--- src/rtl/i2c_slave_byte_ctl.sv ---
// I2C target byte controller: synchronizes and filters SCL/SDA, detects
// START/STOP, matches a 7-bit address and moves bytes in both directions
// with one-cycle strobes toward the user side.
// Optional feature macro: I2C_SLV_STRETCH_EN (hold SCL low while a read
// byte is still missing instead of sending 8'hFF).
module i2c_slave_byte_ctl #(
  parameter logic [6:0]  P_SLV_ADDR = 7'h50,
  parameter int unsigned P_FILT     = 4
) (
  input  logic       i_sysclk,
  input  logic       i_reset,
  input  logic       i_enable,
  input  logic       i_ack_en,
  input  logic       i_scl,
  input  logic       i_sda,
  output logic       o_sda,
  output logic       o_sda_oen,
  output logic       o_scl,
  output logic       o_scl_oen,
  output logic       o_start,
  output logic       o_rw,
  output logic [7:0] o_rx_data,
  output logic       o_rx_valid,
  input  logic [7:0] i_tx_data,
  input  logic       i_tx_valid,
  output logic       o_tx_req,
  output logic       o_tx_underrun,
  output logic       o_nack,
  output logic       o_stop,
  output logic       o_busy
);

  typedef enum logic [2:0] {
    IDLE, ADDR, ADDR_ACK, RX_DATA, RX_ACK, TX_DATA, TX_ACK, WAIT_STOP
  } state_e;

  localparam logic [3:0] FILT_LAST = 4'(P_FILT - 1);

  // Front end: synchronizers, glitch filters, previous filtered levels
  logic       scl_s1_q, scl_s2_q, sda_s1_q, sda_s2_q;
  logic       scl_f_q, scl_f_d, sda_f_q, sda_f_d;
  logic [3:0] scl_cnt_q, scl_cnt_d, sda_cnt_q, sda_cnt_d;
  logic       scl_fp_q, sda_fp_q;
  logic       scl_rise, scl_fall, start_det, stop_det;

  // Protocol state
  state_e     state_q, state_d;
  logic [3:0] bit_cnt_q, bit_cnt_d;
  logic [7:0] shift_q, shift_d, rx_data_q, rx_data_d, tx_buf_q, tx_buf_d;
  logic       rw_q, rw_d, busy_q, busy_d, sda_oen_q, sda_oen_d;
  logic       tx_have_q, tx_have_d;
  logic       start_q, start_d, rx_valid_q, rx_valid_d, tx_req_q, tx_req_d;
  logic       underrun_q, underrun_d, nack_q, nack_d, stop_q, stop_d;
  logic       load_now, tx_avail;
  logic [7:0] tx_byte;
`ifdef I2C_SLV_STRETCH_EN
  logic       stretch_q, stretch_d, scl_oen_q;
`endif

  // A filtered level flips only after P_FILT consecutive differing samples
  always_comb begin
    // NOTE: every combinational output gets a default first so no path can leave it unassigned (no latches).
    scl_f_d   = scl_f_q;
    sda_f_d   = sda_f_q;
    scl_cnt_d = 4'd0;
    sda_cnt_d = 4'd0;
    if (scl_s2_q != scl_f_q) begin
      if (scl_cnt_q == FILT_LAST) scl_f_d = scl_s2_q;
      else                        scl_cnt_d = scl_cnt_q + 4'd1;
    end
    if (sda_s2_q != sda_f_q) begin
      if (sda_cnt_q == FILT_LAST) sda_f_d = sda_s2_q;
      else                        sda_cnt_d = sda_cnt_q + 4'd1;
    end
  end

  // Front-end registers; idle bus level is high
  always_ff @(posedge i_sysclk) begin
    // NOTE: clocked state uses non-blocking assignments so every flop samples pre-edge values.
    if (i_reset) begin
      scl_s1_q <= 1'b1; scl_s2_q <= 1'b1; sda_s1_q <= 1'b1; sda_s2_q <= 1'b1;
      scl_f_q  <= 1'b1; sda_f_q  <= 1'b1; scl_fp_q <= 1'b1; sda_fp_q <= 1'b1;
      scl_cnt_q <= 4'd0; sda_cnt_q <= 4'd0;
    end else begin
      scl_s1_q <= i_scl;   scl_s2_q <= scl_s1_q;
      sda_s1_q <= i_sda;   sda_s2_q <= sda_s1_q;
      scl_f_q  <= scl_f_d; sda_f_q  <= sda_f_d;
      scl_fp_q <= scl_f_q; sda_fp_q <= sda_f_q;
      scl_cnt_q <= scl_cnt_d; sda_cnt_q <= sda_cnt_d;
    end
  end

  assign scl_rise  = scl_f_q & ~scl_fp_q;
  assign scl_fall  = ~scl_f_q & scl_fp_q;
  assign start_det = scl_f_q & scl_fp_q & sda_fp_q & ~sda_f_q;
  assign stop_det  = scl_f_q & scl_fp_q & ~sda_fp_q & sda_f_q;

  assign tx_avail = tx_have_q | i_tx_valid;
  assign tx_byte  = tx_have_q ? tx_buf_q : i_tx_data;

  // Next-state and strobe logic; STOP outranks START, disable outranks both
  always_comb begin
    state_d    = state_q;
    bit_cnt_d  = bit_cnt_q;
    shift_d    = shift_q;
    rx_data_d  = rx_data_q;
    rw_d       = rw_q;
    busy_d     = busy_q;
    sda_oen_d  = sda_oen_q;
    tx_buf_d   = tx_buf_q;
    tx_have_d  = tx_have_q;
    start_d    = 1'b0;
    rx_valid_d = 1'b0;
    tx_req_d   = 1'b0;
    underrun_d = 1'b0;
    nack_d     = 1'b0;
    stop_d     = 1'b0;
    load_now   = 1'b0;
`ifdef I2C_SLV_STRETCH_EN
    stretch_d  = stretch_q;
`endif
    if (i_tx_valid && !tx_have_q) begin
      tx_buf_d  = i_tx_data;
      tx_have_d = 1'b1;
    end

    if (!i_enable || stop_det || start_det) begin
      state_d   = (i_enable && !stop_det) ? ADDR : IDLE;
      stop_d    = i_enable && stop_det && busy_q;
      busy_d    = (i_enable && !stop_det) ? busy_q : 1'b0;
      bit_cnt_d = 4'd0;
      sda_oen_d = 1'b1;
      tx_have_d = 1'b0;
`ifdef I2C_SLV_STRETCH_EN
      stretch_d = 1'b0;
`endif
    end else begin
      case (state_q)
        ADDR: begin
          if (scl_rise && bit_cnt_q < 4'd8) begin
            shift_d   = {shift_q[6:0], sda_f_q};
            bit_cnt_d = bit_cnt_q + 4'd1;
            if (bit_cnt_q == 4'd7) begin
              if (shift_q[6:0] == P_SLV_ADDR) begin
                start_d = 1'b1;
                rw_d    = sda_f_q;
                busy_d  = 1'b1;
              end else begin
                state_d = WAIT_STOP;
                busy_d  = 1'b0;
              end
            end
          end else if (scl_fall && bit_cnt_q == 4'd8) begin
            state_d   = ADDR_ACK;
            sda_oen_d = 1'b0;
            tx_req_d  = rw_q;
          end
        end
        ADDR_ACK: begin
          if (scl_fall) begin
            if (rw_q) begin
              load_now = 1'b1;
            end else begin
              state_d   = RX_DATA;
              sda_oen_d = 1'b1;
              bit_cnt_d = 4'd0;
            end
          end
        end
        RX_DATA: begin
          if (scl_rise && bit_cnt_q < 4'd8) begin
            shift_d   = {shift_q[6:0], sda_f_q};
            bit_cnt_d = bit_cnt_q + 4'd1;
            if (bit_cnt_q == 4'd7) begin
              rx_data_d  = {shift_q[6:0], sda_f_q};
              rx_valid_d = 1'b1;
            end
          end else if (scl_fall && bit_cnt_q == 4'd8) begin
            state_d   = i_ack_en ? RX_ACK : WAIT_STOP;
            sda_oen_d = ~i_ack_en;
          end
        end
        RX_ACK: begin
          if (scl_fall) begin
            state_d   = RX_DATA;
            sda_oen_d = 1'b1;
            bit_cnt_d = 4'd0;
          end
        end
        TX_DATA: begin
`ifdef I2C_SLV_STRETCH_EN
          if (stretch_q) load_now = 1'b1; else
`endif
          if (scl_rise && bit_cnt_q < 4'd8) begin
            bit_cnt_d = bit_cnt_q + 4'd1;
          end else if (scl_fall) begin
            if (bit_cnt_q == 4'd8) begin
              state_d   = TX_ACK;
              sda_oen_d = 1'b1;
              bit_cnt_d = 4'd0;
            end else begin
              shift_d   = {shift_q[6:0], 1'b1};
              sda_oen_d = shift_q[6];
            end
          end
        end
        TX_ACK: begin
          if (scl_rise) begin
            if (!sda_f_q) begin
              tx_req_d  = 1'b1;
              bit_cnt_d = 4'd1;
            end else begin
              nack_d  = 1'b1;
              state_d = WAIT_STOP;
            end
          end else if (scl_fall && bit_cnt_q == 4'd1) begin
            load_now = 1'b1;
          end
        end
        WAIT_STOP: sda_oen_d = 1'b1;
        default:   sda_oen_d = 1'b1;
      endcase
    end

    // Fetch the next read byte and put its MSB on the bus
    if (load_now) begin
`ifdef I2C_SLV_STRETCH_EN
      if (tx_avail) begin
        shift_d   = tx_byte;
        sda_oen_d = tx_byte[7];
        tx_have_d = 1'b0;
        stretch_d = 1'b0;
      end else begin
        sda_oen_d = 1'b1;
        stretch_d = 1'b1;
      end
`else
      shift_d    = tx_avail ? tx_byte : 8'hFF;
      sda_oen_d  = shift_d[7];
      underrun_d = ~tx_avail;
      tx_have_d  = 1'b0;
`endif
      state_d   = TX_DATA;
      bit_cnt_d = 4'd0;
    end
  end

  // Protocol registers; reset releases the bus and drops any partial byte
  always_ff @(posedge i_sysclk) begin
    if (i_reset) begin
      state_q   <= IDLE;       bit_cnt_q <= 4'd0;       shift_q   <= 8'h00;
      rx_data_q <= 8'h00;      tx_buf_q  <= 8'h00;      tx_have_q <= 1'b0;
      rw_q      <= 1'b0;       busy_q    <= 1'b0;       sda_oen_q <= 1'b1;
      start_q   <= 1'b0;       rx_valid_q <= 1'b0;      tx_req_q  <= 1'b0;
      underrun_q <= 1'b0;      nack_q    <= 1'b0;       stop_q    <= 1'b0;
`ifdef I2C_SLV_STRETCH_EN
      stretch_q <= 1'b0;       scl_oen_q <= 1'b1;
`endif
    end else begin
      state_q   <= state_d;    bit_cnt_q <= bit_cnt_d;  shift_q   <= shift_d;
      rx_data_q <= rx_data_d;  tx_buf_q  <= tx_buf_d;   tx_have_q <= tx_have_d;
      rw_q      <= rw_d;       busy_q    <= busy_d;     sda_oen_q <= sda_oen_d;
      start_q   <= start_d;    rx_valid_q <= rx_valid_d; tx_req_q <= tx_req_d;
      underrun_q <= underrun_d; nack_q   <= nack_d;     stop_q    <= stop_d;
`ifdef I2C_SLV_STRETCH_EN
      // SCL follows the stretch flag a cycle late so SDA settles before release
      stretch_q <= stretch_d;  scl_oen_q <= ~stretch_q;
`endif
    end
  end

  assign o_sda         = 1'b0;
  assign o_scl         = 1'b0;
  assign o_sda_oen     = sda_oen_q;
`ifdef I2C_SLV_STRETCH_EN
  assign o_scl_oen     = scl_oen_q;
`else
  assign o_scl_oen     = 1'b1;
`endif
  assign o_start       = start_q;
  assign o_rw          = rw_q;
  assign o_rx_data     = rx_data_q;
  assign o_rx_valid    = rx_valid_q;
  assign o_tx_req      = tx_req_q;
  assign o_tx_underrun = underrun_q;
  assign o_nack        = nack_q;
  assign o_stop        = stop_q;
  assign o_busy        = busy_q;

endmodule
--- config.mk ---
export PLATFORM = sky130hd
export DESIGN_NAME = i2c_slave_byte_ctl
export DESIGN_NICKNAME = d
export VERILOG_FILES = /design/src/rtl/i2c_slave_byte_ctl.sv
export SDC_FILE = /design/constraint.sdc
export NUM_CORES = 1
export LEC_CHECK = 0
export CAP_MARGIN = 40
export CORE_ASPECT_RATIO = 1.75
export CORE_MARGIN = 2
export CORE_UTILIZATION = 57
export DETAILED_ROUTE_END_ITERATION = 10
export DONT_BUFFER_PORTS = 1
export HOLD_SLACK_MARGIN = 0.15
export MAX_ROUTING_LAYER = met4
export PLACE_DENSITY = 0.83
export REMOVE_ABC_BUFFERS = 1
export SLEW_MARGIN = 10
export SYNTH_ARGS = -nofsm -noshare
export SYNTH_HDL_FRONTEND = slang
export SYNTH_SLANG_ARGS = --single-unit
--- constraint.sdc ---
create_clock -name i_sysclk -period 1.7 [get_ports i_sysclk]
set_input_delay 0.34 -clock i_sysclk [delete_from_list [all_inputs] [get_ports i_sysclk]]
set_output_delay 0.34 -clock i_sysclk [all_outputs]
set_load 0.05 [all_outputs]
==> results.toml, run 1 <==
[yosys]
synth_xor_area_share_pct = 2.449
syn-cell-area_mm2 = 0.002861
synth_fa_ha_area_share_pct = 2.186
ys_async_sr_fraction_pct = 0
synth_top_family_by_area = "simple AND/OR/NAND/NOR gates"
postSynthAreaPerCell_um2 = 8.698
synth-simple-area-share_pct = 25.19
synth_edf_count = 0
synthDistinctLibCells = 58
synth-compound-area-share_pct = 15.57
synthMuxAreaShare_pct = 9.139
yosysWarnings = 0
syn_inst = 329
synth_flop_cell = "dfxtp_1"
ys_seq_elements = 56
yosysSeqAreaShare_pct = 39.18

[power_and_ir_drop]
intPower_mw = 1.750
p_switching_uw = 618.4
power.total_mw = 2.368
ir_drop_uv = 659.1
p_leak_nw = 1.500
combPwrFrac_pct = 11.5
power_frac_clock_pct = 31.5
p_per_area_mw_per_mm2 = 617.7
p_sw_share_pct = 26.11
seq_power_share_pct = 56.9

[drt]
drc = 0
ant_nets = 0
vias = 2721
first_iter_violations = 109
viasPerCell = 6.047
drt_wl_total_um = 8202
wire_per_inst_um = 18.23
firstDrtPassIters = 4

[worst_setup_path]
setup.worst_path.start_class = "flip-flop"
slowest_delay_ns = 0.35
cpMaxStageDelayCell = "dfxtp_2"
critical_path_class = "reg2reg"
critPathRequiredTime_ns = 1.91
crit_path_cell_trace = "inv_2 > ha_4 > buf_6 > and3b_2 > o32a_1 > o311ai_4 > o21ai_2 > mux2_4"
crit_family = "compound AO/OA/AOI/OAI gates"
critPathCaptureType = "flip-flop"
worstPathMaxFanout = 4
cp.arrival_ns = 1.97
worst-path-buf-inv = 2

[sta]
hold_violations = 0
setup_slack_ns = -0.05888
slew_violations = 0
skew_ns = 0.01307
max_clock_freq_mhz = 568.5
rsz0062_at_grt = "yes"
tns_ns = -0.4002
finalCritPeriodShare_pct = 103.5
slew_headroom_pct = 63.57
worstMarginPinSlew_ns = 0.5457
setup_violations = 17
layout_min_cycle_time_ns = 1.759

[clock_network]
clk_latency_ns = 0.32
max-clock-path-buffers = 2
clock-sinks = 56
clk_pin_slew_worst_paths_ns = 0.11
cts_root_buf = "clkbuf_8"
htree_levels = 2
cts_buffers = 5
cts_tree = "yes"

[run_status]
violations = "negative setup slack"
status = "finished with violations"

[place]
portBuffers = 0
gp_congestion = 0.9590
post_dp_cell_area_mm2 = 0.003328
pre_cts_slack_ns = -0.1820
hpwlAfterDp_um = 5717

[global_routing]
grt_pass1_wl_um = 12480
grt_pass1_vias = 2658
antenna_found_initial = 0
grt_max_degree = 32
globalRouteOverflowTotal = 0
grt_usage_pct = 29.44

[layout]
layout-drive-gt1-share_pct = 37.63
finish.instance_area_mm2 = 0.003834
area_growth_pct = 33.97
final_common_cell = "buf_4"
final_cell_mix = "buf_4 (65), dfxtp_1 (49), nor2_1 (45)"
nets = 415
diodes = 0

[floorplanning]
io_pins = 35
row_count = 34
chipHeight_um = 97.73
dieArea_mm2 = 0.005625
die_w_um = 57.56
core_mm2 = 0.004892
start_util_pct = 58.49

[job]
cap_violations = 0

[min_path]
hp-class = "in2reg"
path summary, 6_finish.rpt:
path	start	endpoint	slack, ns	cells past startpoint
max reg2reg	bit_cnt_q[0]	state_q[2]	-0.06	8
min	i_tx_data[4]	tx_buf_q[4]	0.16	2
min reg2reg	sda_s1_q	sda_s2_q	0.42	1
max	bit_cnt_q[0]	state_q[2]	-0.06	8
metrics by stage:
step | std cells | utilization [%] | hold slack [ns]
after floorplan | 306 | - | 0.3895
after global placement | 427 | 67.88 | 0.3901
after detailed placement | 428 | 68.03 | 0.4005
after CTS | 445 | 74.86 | 0.1642
after global routing | 450 | 78.36 | 0.1758
final | 450 | 78.36 | 0.1625
power groups by stage:
stage               registers (mW)  logic [mW]  clock network, mW
global placement              1.38       0.208                  0
finish                        1.35       0.273              0.746
detailed placement            1.38       0.213                  0
CTS                           1.35       0.251              0.757
global route                  1.35       0.292              0.796
floorplan                     1.39       0.127                  0
final cells by class:
type | instances | area [um^2]
multi-input combinational | 239 | 1821
sequential | 56 | 1137
fill | 320 | 1059
timing repair buffer | 81 | 671.9
clock buffer | 5 | 68.82
tap | 54 | 67.56
inverter | 12 | 45.04
clock inverter | 3 | 22.52
sequential cells by signal, indices dropped and copies added, names as in the netlist, 3 cells and up:
register,count
tx_buf_q,8
shift_q,7
sda_cnt_q,4
scl_cnt_q,4
bit_cnt_q,4
state_q,3
o_rx_data,8
cell usage after synthesis (2+ instances only):
| cell | instances | area share, % |
|---|---|---|
| ha_1 | 5 | 2.2 |
| and3_1 | 3 | 0.66 |
| nor2b_1 | 12 | 2.6 |
| or3b_4 | 2 | 0.79 |
| xnor2_1 | 5 | 1.5 |
| nand2_1 | 9 | 1.2 |
| nand4_1 | 2 | 0.44 |
| conb_1 | 2 | 0.26 |
| nand2b_1 | 4 | 0.87 |
| nor3b_1 | 6 | 1.6 |
| nor2_1 | 47 | 6.2 |
| nand3_1 | 11 | 1.9 |
| or2_2 | 6 | 1.3 |
| a211o_1 | 5 | 1.5 |
| xor2_1 | 3 | 0.92 |
| a211oi_1 | 7 | 1.8 |
| nand3b_1 | 5 | 1.3 |
| nor3b_2 | 2 | 0.87 |
| clkbuf_1 | 10 | 1.3 |
| o211ai_2 | 2 | 0.87 |
| inv_1 | 12 | 1.6 |
| buf_6 | 2 | 0.79 |
| and3b_1 | 2 | 0.61 |
| mux2i_1 | 25 | 8.7 |
| nor3_1 | 6 | 1.0 |
| a21oi_1 | 24 | 4.2 |
| or3_1 | 3 | 0.66 |
| o21ai_0 | 9 | 1.6 |
| a31oi_1 | 2 | 0.44 |
| nor4b_1 | 2 | 0.61 |
| nor4_1 | 2 | 0.44 |
| buf_2 | 9 | 1.6 |
| dfxtp_1 | 56 | 39 |
| buf_4 | 3 | 0.79 |
kinds of logic (layout without fill, tap and decap cells):
family / Yosys count / in the layout
AOI/OAI and AO/OA: 65 / 66
buffers and inverters: 36 / 101
adders and majority gates: 5 / 5
muxes: 26 / 26
xor gates and xnor gates: 8 / 8
other: 2 / 3
DFF: 56 / 56
and+or+nand+nor: 131 / 131
timing repair:
| item | 4_1_cts | 5_1_grt |
|---|---|---|
| cloned | 1 | 0 |
| setup endpoints to repair | 24 | 24 |
| buffers inserted | 4 | 4 |
| resized for setup | 43 | 31 |
| hold buffers | 4 | 0 |
| hold endpoints to repair | 32 | 0 |
| pin swaps | 18 | 20 |
routing by layer:
metal | track usage, % | wire length, um | up-vias
li1 | - | - | 1277
met1 | 27.97 | 2869 | 1267
met2 | 50.44 | 4318 | 131
met3 | 6.623 | 467 | 46
met4 | 20.39 | 546 | 0
met5 | - | 0 | -
Power figures use the tool's default switching activity.
==> run 2, diff against run 1 <==
- GPL_TIMING_DRIVEN: default -> 0
- SKIP_CTS_REPAIR_TIMING: default -> 1
- SLEW_MARGIN: 10 -> 30
==> run 2 against run 1 <==
The run still ends with negative setup slack left; sequential share of layout area up 4.1 points; cell area shrank 10%; register-to-register slack worse by 0.09 ns; largest power group unchanged.
==> results.toml, run 2 (synthesis gave the netlist of run 1 again) <==
[run_status]
status = "finished with violations"
violations = "negative setup slack"

[drt]
vias = 2465
viasPerCell = 6.132
drt_wl_total_um = 7242
first_iter_violations = 119
ant_nets = 0
drc = 0
wire_per_inst_um = 18.01
firstDrtPassIters = 4

[worst_setup_path]
cpMaxStageDelayCell = "dfxtp_4"
crit_path_cell_trace = "inv_4 > ha_4 > and4bb_1 > o211ai_4 > nor2b_4 > o21ai_2 > mux2_4"
r2r-start = "bit_cnt_q[1]"
r2r_cells = 7
critPathRequiredTime_ns = 1.93
setup.worst_path.start_class = "flip-flop"
r2r_setup_slack_ns = -0.14
slowest_delay_ns = 0.38
worstPathMaxFanout = 6
reg2reg_to = "state_q[2]"
crit_path_start = "bit_cnt_q[1]"
cp.arrival_ns = 2.07
critPathCaptureType = "flip-flop"
critical_path_class = "reg2reg"

[clock_network]
cts_root_buf = "clkbuf_8"
max-clock-path-buffers = 2
clk_latency_ns = 0.33
cts_tree = "yes"
clk_pin_slew_worst_paths_ns = 0.10
htree_levels = 2
clock-sinks = 56
cts_buffers = 5

[layout]
diodes = 0
nFillCells = 364
final_common_cell = "nor2_1"
area_growth_pct = 20.03
final_util_pct = 70.20
layout-drive-gt1-share_pct = 26.72
final_cell_mix = "nor2_1 (47), dfxtp_1 (46), mux2i_1 (25)"
nets = 367

[sta]
hold_violations = 0
setup_violations = 6
max_clock_freq_mhz = 542.1
skew_ns = 0.01097
slew_headroom_pct = 64.35
finalCritPeriodShare_pct = 108.5
layout_min_cycle_time_ns = 1.845
setup_slack_ns = -0.1446
slew_violations = 0
rsz0062_at_grt = "yes"
worstMarginPinSlew_ns = 0.5340

[floorplanning]
dieArea_mm2 = 0.005625
chipHeight_um = 97.73
row_count = 34
start_util_pct = 58.49
die_w_um = 57.56
io_pins = 35
core_mm2 = 0.004892

[min_path]
worst_hold_path.endpoint = "tx_have_q"
hp-class = "in2reg"
hold_depth = 2
holdCritStartpoint = "i_tx_valid"

[global_routing]
antenna_found_initial = 0
globalRouteOverflowTotal = 0
grt_pass1_wl_um = 9936
grt_pass1_vias = 2255
grt_max_degree = 36
grt_usage_pct = 22.47

[power_and_ir_drop]
power.total_mw = 2.349
p_per_area_mw_per_mm2 = 684.0
p_leak_nw = 1.240
ir_drop_uv = 690.3

[place]
portBuffers = 0
gp_congestion = 0.9708
hpwlAfterDp_um = 4199

[job]
cap_violations = 0
run 2: cell type report:
cell class              count  area [um^2]  area share [%]
clock buffers               6        82.58           2.404
flip-flops and latches     56         1159           33.73
repair buffers             33        286.5           8.342
well taps                  54        67.56           1.967
inverters                  12        47.55           1.384
multi-input cells         239         1777           51.73
clock inverters             2        15.01          0.4372
run 2: metal layers:
| metal | share of wire [%] | routed length (um) | track usage (%) | vias to the layer above |
|---|---|---|---|---|
| li1 | - | - | - | 1178 |
| met1 | 37 | 2663 | 24.08 | 1149 |
| met2 | 53 | 3804 | 37.59 | 106 |
| met3 | 6.1 | 444 | 5.033 | 32 |
| met4 | 4.5 | 329 | 11.63 | 0 |
| met5 | 0 | 0 | - | - |
run 2: power by group:
part / internal [mW] / total, mW / switching (mW)
clock: 0.330 / 0.771 / 0.441
combinational: 0.101 / 0.229 / 0.128
sequential: 1.32 / 1.35 / 0.0285
run 2: through the flow:
step / setup WS [ns] / setup TNS (ns) / std cells / instance area (um^2) / hold slack (ns)
6_report: -0.1446 / -0.3484 / 402 / 3435 / 0.1398
5_1_grt: -0.1658 / -1.004 / 402 / 3435 / 0.1598
4_1_cts: -0.6954 / -10.19 / 368 / 2903 / 0.07327
3_5_place_dp: -0.6825 / -9.716 / 360 / 2805 / 0.4012
3_3_place_gp: -0.7167 / -9.788 / 360 / 2805 / 0.3986
2_1_floorplan: -0.3569 / -1.419 / 306 / 2738 / 0.3895
run 2: critical path, delay by kind of cell, from the launching register on:
kind / cells / cell delay [ns]
simple gates: 2 / 0.47
compound gates: 2 / 0.40
flops: 1 / 0.38
mux: 1 / 0.31
fa+ha+maj: 1 / 0.14
buf+inv: 1 / 0.05
run 2: how the worst max path moves through the flow:
stage                             to  depth (start not counted)
after detailed placement  state_q[2]                          5
final                     state_q[2]                          7
after global routing      state_q[2]                          7
after global placement    state_q[2]                          5
after floorplan           state_q[2]                          5
after CTS                 state_q[2]                          5
